## config.mk

```make
export PLATFORM = sky130hd
export DESIGN_NAME = branch_resolve_unit
export DESIGN_NICKNAME = d
export VERILOG_FILES = /design/src/rtl/branch_resolve_unit.sv
export SDC_FILE = /design/constraint.sdc
export NUM_CORES = 1
export LEC_CHECK = 0
export BUFFER_PORTS_ARGS = -buffer_cell sky130_fd_sc_hd__buf_4
export CORE_ASPECT_RATIO = 1.1
export CORE_UTILIZATION = 35
export CTS_CLUSTER_DIAMETER = 150
export DETAILED_ROUTE_END_ITERATION = 16
export PLACE_DENSITY_LB_ADDON = 0.05
export REMOVE_ABC_BUFFERS = 1
export SYNTH_ARGS = -nofsm -noshare
export SYNTH_HDL_FRONTEND = slang
export SYNTH_SLANG_ARGS = --single-unit
```

## constraint.sdc

```tcl
create_clock -name clk -period 14.5 [get_ports clk]
set_clock_uncertainty 0.05 [all_clocks]
set_input_delay 1.45 -clock clk [delete_from_list [all_inputs] [get_ports clk]]
set_output_delay 1.45 -clock clk [all_outputs]
set_load 0.1 [all_outputs]
```

## src/rtl/branch_resolve_unit.sv

```systemverilog
// branch_resolve_unit
//   Execute-stage resolver for RISC-V control instructions (BEQ/BNE/BLT/BGE/
//   BLTU/BGEU, JAL, JALR). It compares each outcome with the prediction made
//   at fetch, emits a registered predictor update, and on a mispredict runs
//   the redirect/flush handshake with fetch. It also keeps branch and
//   mispredict statistics.
// Ports:
//   clk, rst (sync, active-low)
//   ex_*            : execute-stage instruction, operands and fetch prediction
//   ex_stall        : hold the execute stage (high whenever not IDLE)
//   update_*/actual_*: predictor update, valid for one cycle on update_en
//   redirect_*      : restart request to fetch, held until redirect_ready
//   flush           : kill younger in-flight instructions
//   branch_count, mispredict_count : wrapping performance counters
module branch_resolve_unit #(
    parameter int FLUSH_CYCLES = 2,
    parameter int CNT_WIDTH    = 32
) (
    input  logic                 clk,
    input  logic                 rst,
    input  logic                 ex_valid,
    input  logic                 ex_is_branch,
    input  logic                 ex_is_jal,
    input  logic                 ex_is_jalr,
    input  logic [2:0]           ex_funct3,
    input  logic [31:0]          ex_pc,
    input  logic [31:0]          ex_rs1,
    input  logic [31:0]          ex_rs2,
    input  logic [31:0]          ex_imm,
    input  logic                 ex_pred_taken,
    input  logic [31:0]          ex_pred_target,
    output logic                 ex_stall,
    output logic                 update_en,
    output logic [31:0]          update_pc,
    output logic [31:0]          actual_target,
    output logic                 actual_taken,
    output logic                 redirect_valid,
    output logic [31:0]          redirect_pc,
    input  logic                 redirect_ready,
    output logic                 flush,
    output logic [CNT_WIDTH-1:0] branch_count,
    output logic [CNT_WIDTH-1:0] mispredict_count
);

    typedef enum logic [1:0] {IDLE, REDIR, FLUSH} state_t;

    localparam logic [3:0] FLUSH_LOAD = 4'(FLUSH_CYCLES - 1);

    state_t      state;
    logic [3:0]  flush_cnt;

    logic        accept;
    logic        cond;
    logic        taken;
    logic [31:0] target;
    logic [31:0] next_pc;
    logic        mispredict;
    logic [31:0] pc_imm;
    logic [31:0] rs1_imm;

    assign pc_imm  = ex_pc + ex_imm;
    assign rs1_imm = ex_rs1 + ex_imm;

    assign ex_stall = (state != IDLE);
    assign accept   = ex_valid & (state == IDLE) & (ex_is_branch | ex_is_jal | ex_is_jalr);

    always_comb begin
        cond = 1'b0;
        case (ex_funct3)
            3'b000:  cond = (ex_rs1 == ex_rs2);
            3'b001:  cond = (ex_rs1 != ex_rs2);
            3'b100:  cond = ($signed(ex_rs1) <  $signed(ex_rs2));
            3'b101:  cond = ($signed(ex_rs1) >= $signed(ex_rs2));
            3'b110:  cond = (ex_rs1 <  ex_rs2);
            3'b111:  cond = (ex_rs1 >= ex_rs2);
            default: cond = 1'b0;
        endcase
    end

    // JALR outranks JAL, which outranks a conditional branch.
    always_comb begin
        target = pc_imm;
        taken  = cond;
        if (ex_is_jalr) begin
            target = {rs1_imm[31:1], 1'b0};
            taken  = 1'b1;
        end else if (ex_is_jal) begin
            taken  = 1'b1;
        end
    end

    assign next_pc = taken ? target : (ex_pc + 32'd4);

    // A not-taken instruction predicted not-taken is correct whatever the
    // predicted target was; the target only matters when both say taken.
    assign mispredict = (taken != ex_pred_taken) |
                        (taken & ex_pred_taken & (target != ex_pred_target));

    always_ff @(posedge clk) begin
        if (!rst) begin
            state            <= IDLE;
            flush_cnt        <= '0;
            update_en        <= 1'b0;
            update_pc        <= '0;
            actual_target    <= '0;
            actual_taken     <= 1'b0;
            redirect_valid   <= 1'b0;
            redirect_pc      <= '0;
            flush            <= 1'b0;
            branch_count     <= '0;
            mispredict_count <= '0;
        end else begin
            update_en <= accept;
            if (accept) begin
                update_pc     <= ex_pc;
                actual_target <= target;
                actual_taken  <= taken;
                branch_count  <= branch_count + CNT_WIDTH'(1);
                if (mispredict)
                    mispredict_count <= mispredict_count + CNT_WIDTH'(1);
            end

            case (state)
                IDLE: begin
                    if (accept && mispredict) begin
                        state          <= REDIR;
                        redirect_valid <= 1'b1;
                        redirect_pc    <= next_pc;
                        flush          <= 1'b1;
                    end
                end
                REDIR: begin
                    if (redirect_ready) begin
                        state          <= FLUSH;
                        redirect_valid <= 1'b0;
                        flush_cnt      <= FLUSH_LOAD;
                    end
                end
                FLUSH: begin
                    if (flush_cnt == 4'd0) begin
                        state <= IDLE;
                        flush <= 1'b0;
                    end else begin
                        flush_cnt <= flush_cnt - 4'd1;
                    end
                end
                default: state <= IDLE;
            endcase
        end
    end

endmodule

```

==> results of run 1 <==
-- critical path: stages --
cell and delay (ps):
buf_4 130, ha_1 370, nand4_1 160, nor4_1 520, nand2_1 130, or3_1 410, nand2_1 110, mux2i_1 80
a22oi_1 190, a31o_2 190, buf_4 530, ha_1 370, nor4_1 380, nand3_1 130, nor4_1 450, o2111a_1 270
nand4_1 220, o21ai_4 250, buf_4 480, or4_1 230, a21oi_2 50
-- per-stage QoR --
stage	power, mW	instances	hold slack, ps
floorplan	1.03	1711	411
global placement	1.25	2562	391
detailed placement	1.25	2562	397
CTS	1.71	2593	405
global route	1.79	2593	416
finish	1.70	2593	403
-- cells in the mapped netlist, types with 5 or more instances --
library cell | number | area (um2)
and4_1 | 9 | 78.8
o2111ai_1 | 6 | 52.6
or2_2 | 7 | 43.8
nor3_1 | 39 | 195
mux2i_1 | 19 | 190
buf_6 | 5 | 56.3
nand2_2 | 23 | 144
nand2_1 | 235 | 882
and2_1 | 13 | 81.3
xnor2_1 | 55 | 482
o31ai_1 | 21 | 158
a211oi_1 | 38 | 285
o21ai_2 | 7 | 61.3
o21bai_1 | 5 | 37.5
o21ai_1 | 12 | 60.1
and3_1 | 23 | 144
a21o_1 | 22 | 165
nor2b_1 | 9 | 56.3
a31oi_1 | 10 | 62.6
o21ai_0 | 68 | 340
a21oi_1 | 157 | 786
nor2_1 | 145 | 544
o21a_1 | 20 | 150
xor2_1 | 63 | 552
nor4_1 | 12 | 75.1
inv_1 | 58 | 218
o22ai_1 | 10 | 62.6
a221oi_1 | 5 | 43.8
a21oi_2 | 34 | 298
nand4_1 | 49 | 307
nor3b_1 | 6 | 45.0
buf_2 | 34 | 170
or4_1 | 19 | 143
clkbuf_1 | 53 | 199
o31a_1 | 5 | 43.8
nand3_1 | 52 | 260
a211o_1 | 6 | 52.6
o211ai_1 | 44 | 330
nand2b_1 | 11 | 68.8
ha_1 | 99 | 1240
a211oi_2 | 5 | 62.6
dfxtp_1 | 170 | 3400
or3_1 | 31 | 194
-- flip-flops by register name, indices dropped and copies added (netlist names) --
signal / flops
state: 2
mispredict_count: 32
branch_count: 32
update_pc: 32
redirect_valid: 1
flush: 1
actual_taken: 1
actual_target: 32
flush_cnt: 4
redirect_pc: 32
update_en: 1
-- area by class of cell --
| cell class | instances | area share [%] |
|---|---|---|
| multi-input combinational | 1482 | 56.8 |
| sequential | 170 | 19.8 |
| timing repair buffer | 344 | 15.1 |
| tap | 507 | 3.70 |
| clock buffer | 20 | 2.60 |
| inverter | 59 | 1.32 |
| clock inverter | 11 | 0.715 |
-- cell usage in the layout (no fill, tap or decap), types with 6 or more instances in the layout --
cell	count
nor3_1	39
nand2_1	235
nor4_1	12
nand4_1	49
or4_1	19
a21oi_2	34
a31oi_1	10
nor3b_1	6
nand2_2	23
o2111ai_1	6
xor2_1	63
clkbuf_16	17
a211oi_1	38
dfxtp_1	170
o21ai_0	68
o21a_1	20
nor2_1	145
xnor2_1	55
a211o_1	6
and3_1	23
and4_1	9
and2_1	13
nor2b_1	9
a21o_1	22
o21ai_2	6
nand2b_1	11
o21ai_1	12
ha_1	99
o31ai_1	21
or3_1	31
nand3_1	52
o211ai_1	44
inv_1	58
mux2i_1	19
a21oi_1	157
buf_4	344
o22ai_1	10
or2_2	7
-- routing by layer --
layer  GRT usage [%]  vias to the layer above  routed length, um
li1                -                     7159                  -
met1            33.4                     6603              23400
met2            39.5                      411              23100
met3            3.21                       60               2380
met4            8.07                        0               1290
met5               0                        -                  0
-- how the worst max path moves through the flow --
stage,end,depth (start not counted)
4_1_cts,mispredict_count[13],21
5_1_grt,mispredict_count[17],22
3_3_place_gp,mispredict_count[18],21
2_1_floorplan,mispredict_count[12],19
6_report,mispredict_count[13],21
3_5_place_dp,mispredict_count[13],21
-- where the power goes --
| part | leakage (nW) | internal, mW | total (mW) | switching [mW] |
|---|---|---|---|---|
| sequential | 1.39 | 0.496 | 0.513 | 0.0166 |
| clock | 0.280 | 0.257 | 0.453 | 0.196 |
| combinational | 5.42 | 0.218 | 0.730 | 0.512 |
-- kinds of logic after synthesis --
family                   after synthesis  share of synthesized area (%)
flip-flops                           170                           24.5
adder cells (fa/ha/maj)              101                           9.21
AND/OR/NAND/NOR                      706                           24.9
multiplexers                          24                           1.79
buffers and inverters                161                           5.60
AO/OA/AOI/OAI                        530                           26.0
XOR/XNOR                             121                           7.93
==> results.md, run 1 <==
* P&R area growth vs syn at 23.6%
* Place WS at 7170 ps
* Reg-to-reg endpoint: branch_count[30]
* Post-CTS sizing at 0
* Number of antenna violations at the first check in global routing at 0
* Avg WL per Cell at 19.4 um
* Max Cap Viol at 0
* CTS sink cnt at 170
* Number of setup buffers added after CTS at 0
* Register area at roughly 0.0034 mm2
* Vias in the first global route at 13.4k
* Slew Viols, Final at 0
* Most used DFF post-synth: dfxtp_1
* DIE AREA at between 0.04 and 0.05 mm2
* Final Util at a little over two fifths
* Root Buffer: clkbuf_16
* Worst-Skew Late Latency at 440 ps
* # diodes at 0
* LEAKAGE at around 7 nW
* Setup crit start: ex_rs1[31]
* Hold Buf Count CTS at 0
* Final wirelength at between 50 and 60 mm
* Worst r2r src: state[1]
* Vias at 14.2k
* # DRC at 0
* Clk slew on worst S/H paths at approximately 70 ps
* Iteration-0 DRC Markers at ~700
* PnR worst setup slack at around 7600 ps
* WHS Path Cells at 2
* FF-to-FF setup slack at 10860 ps
* Post-route cell area at about 0.017 mm2
* Peak Freq at approximately 0.14 GHz
* Area after DPL at about 0.017 mm2
* Setup Viol. Count Final at 0
* Core ar. at between 0.03 and 0.04 mm2
* CTS max path bufs at 2
* Multi-input gate area at 0.00974 mm2
* Routed vias/inst at roughly 5.5
* Status: finished, final reports clean
* Final worst-path cycle share at about 48%
* Die width at ~190 um
* Critical path peak fanout at 60
* Setup TNS Final at 0 ps
* Largest net degree at the start of global routing at ~110
* Synth Warn # at 0
* Fraction of layout cells with a size suffix above 1 at ~23%
* Total grt overflow at 0
* Min-Delay Path Class: reg -> reg
* Synth Area per Inst at 7.66 um2
* Post-synthesis cell area at approximately 0.014 mm2
* Worst-margin pin slew at 1190 ps
* Die height at approximately 210 um
* Mapped Cells at about 1.8k
* Final hold violation count at 0
* Netlist cell types at 97
* Row cnt at 76
* Cts bufs inserted at 17
* # nets final at between 2k and 2.5k
* Reg2Reg Depth at 10
* Total GRT Usage at between 20% and 30%
* Crit path time final at ~6900 ps
* Final HPWL from detailed placement at 39.8 mm
* Startpoint class of the critical path: input port
* Worst hold endpoint: redirect_pc[12]
* Pre-antenna DRT Iters at 7
* Worst slew margin at 18.8%
* Fill cells at a little under 4k
* Peak supply drop at 0.0000782 V
* ANT nets after route at 0
* Arrival time worst endpoint at 7160 ps
* First-pass GRT wire length at roughly 76 mm
* Share of the yosys chip area belonging to registers at ~25%
* Power per cell area at ~99 mW/mm2
* #FFs+latches synth at between 150 and 200
* Number of flops mapped to enable cells by yosys at 0
* Req. time, crit path at roughly 15000 ps
* Setup CP Type: in -> reg
* IO Count at between 300 and 400
* Port bufs at about 340
* Initial Utilization at between 30% and 40%
* CP Capture Type: register
* Routability Congestion at between 0.9 and 1
* # H-tree levels at 4
* RSZ-0062 raised after global routing: no
* CTS tree: built
* Hold Path Origin: redirect_pc[12]
* Post-synth ARST share at 0%
Power figures use the tool's default switching activity.
==> run 2, diff against run 1 <==
==> constraint.sdc (replaced) <==
create_clock -name clk -period 6.3 [get_ports clk]
set_clock_uncertainty 0.05 [all_clocks]
set_input_delay 0.63 -clock clk [delete_from_list [all_inputs] [get_ports clk]]
set_output_delay 0.63 -clock clk [all_outputs]
set_load 0.1 [all_outputs]
==> results.md, run 2 (synthesized netlist as in run 1, its figures left out) <==
* Final HPWL from detailed placement at 39.8 mm
* Critical Path Max Stage Delay at ~400 ps
* Final hold violation count at 0
* Port bufs at 335
* Startpoint class of the critical path: input port
* Cts bufs inserted at 17
* Final worst-path cycle share at about 83%
* Largest net degree at the start of global routing at approximately 120
* Die width at 192 um
* Setup CP Type: in -> reg
* Post-CTS sizing at 0
* CTS tree: built
* Slew Viols, Final at 0
* Peak supply drop at 0.000200 V
* Min-Delay Path Class: reg -> reg
* Max Cap Viol at 0
* Iteration-0 DRC Markers at 680
* Power per cell area at between 200 and 250 mW/mm2
* Total grt overflow at 0
* ANT nets after route at 0
* Routed vias/inst at approximately 5.5
* Root Buffer: clkbuf_16
* Sw Share at 43.2%
* Final wirelength at 50.1 mm
* Row cnt at 76
* CP Capture Type: register
* Most frequent cells in the layout: buf_4 (348), nand2_1 (235), dfxtp_1 (170), a21oi_1 (157), nor2_1 (145)
* Worst-Skew Late Latency at roughly 440 ps
* Hold Buf Count CTS at 0
* DIE AREA at slightly above 0.04 mm2
* Worst hold slack at slightly above 400 ps
* IO Count at 336
* Sequential power share at between 20% and 30%
* Fraction of layout cells with a size suffix above 1 at 23.3%
* Place WS at about 500 ps
* Peak Freq at approximately 0.19 GHz
* CTS max path bufs at 2
* CTS sink cnt at 170
* LEAKAGE at between 7 and 8 nW
* First-pass GRT wire length at approximately 76 mm
* Critical path peak fanout at 18
* Crit-path slowest cell: ha_1
* Sw Pwr at between 1.5 and 2 mW
* Worst-margin pin slew at about 1000 ps
* Setup Viol. Count Final at 0
* PnR worst setup slack at 1080 ps
* Arrival time worst endpoint at 5510 ps
* RSZ-0062 raised after global routing: no
* Avg WL per Cell at just under 20 um
* PnR Total Power at 3.95 mW
* Commonest non-fill, non-tap cell in the layout: buf_4
* Core ar. at 0.0391 mm2
* Reg2Reg Depth at 11
* Number of setup buffers added after CTS at 0
* # DRC at 0
* # H-tree levels at 4
* Pint at 2.24 mW
* Status: finished, final reports clean
* Worst slew margin at approximately a third
* Die height at about 210 um
* Vias at 14.2k
* CP Cell Sequence: buf_4 > ha_1 > nand4_1 > nor4_1 > buf_4 > nand2_1 > nor2_1 > o31ai_1 > nand4_1 > mux2i_1 > a22oi_1 > a31o_2 > ha_1 > nor4_1 > nand3_1 > nor4_1 > o2111a_1 > nand4_1 > o21ai_4 > buf_4 > nor3_1 > a31o_1
* Crit path time final at 5220 ps
* Fill cells at ~4k
* Setup TNS Final at 0 ps
* Pre-antenna DRT Iters at 4
* # nets final at ~2.4k
* Number of antenna violations at the first check in global routing at 0
* Initial Utilization at 35.5%
* Clock power share at about 27%
* Req. time, crit path at approximately 6600 ps
* P&R area growth vs syn at 24.1%
* WHS Path Cells at 2
* # diodes at 0
* Clk slew on worst S/H paths at 70 ps
* Total GRT Usage at 24.3%
* Vias in the first global route at 13.2k
* Logic pwr share at a little over two fifths
* FF-to-FF setup slack at roughly 2900 ps
* Routability Congestion at roughly 0.91
-- run 2: changes by cell type in the layout (fill, tap and decap cells not counted), moves of 2 or more --
cell / before / now
inv_8: 0 / 2
clkbuf_1: 2 / 0
inv_6: 2 / 5
buf_4: 344 / 348
-- run 2: metrics by stage --
step                instance area (um2)  instances  utilization (%)
CTS                               17200       2599             44.1
global placement                  16600       2567             42.6
global route                      17200       2599             44.1
floorplan                         13300       1711                -
finish                            17200       2599             44.1
detailed placement                16600       2567             42.6
-- run 2: path summary, 6_finish.rpt --
kind | from | end
max | ex_rs1[31] | redirect_pc[1]
min | update_pc[15] | update_pc[15]
max reg2reg | mispredict_count[8] | mispredict_count[31]
min reg2reg | update_pc[15] | update_pc[15]
-- run 2: final cells by class --
cell class / count / area (um2) / area share (%)
multi-input cells: 1482 / 9740 / 56.5
inverters: 59 / 226 / 1.31
repair buffers: 349 / 2630 / 15.3
flip-flops and latches: 170 / 3400 / 19.8
well taps: 507 / 634 / 3.68
clock inverters: 15 / 165 / 0.959
clock buffers: 17 / 425 / 2.47
-- run 2: power groups by stage --
| stage | combinational [mW] | clock (mW) | sequential, mW |
|---|---|---|---|
| 3_5_place_dp | 1.68 | 0 | 1.20 |
| 6_report | 1.69 | 1.08 | 1.18 |
| 4_1_cts | 1.69 | 1.11 | 1.18 |
| 2_1_floorplan | 0.720 | 0 | 1.66 |
| 5_1_grt | 1.81 | 1.15 | 1.19 |
| 3_3_place_gp | 1.68 | 0 | 1.20 |
-- run 2: worst max-delay path, delay by kind of cell --
kind,cells,cell delay [ps]
simple gates,10,2030
buf+inv,3,630
mux,1,220
fa+ha+maj,2,700
compound gates,6,1290
-- run 2: per-layer routing --
layer,vias to the layer above,GRT usage (%),part of all wire [%]
li1,7154,-,-
met1,6640,33.3,47
met2,383,40.2,46
met3,47,2.72,4.7
met4,0,6.40,1.8
met5,-,0,0
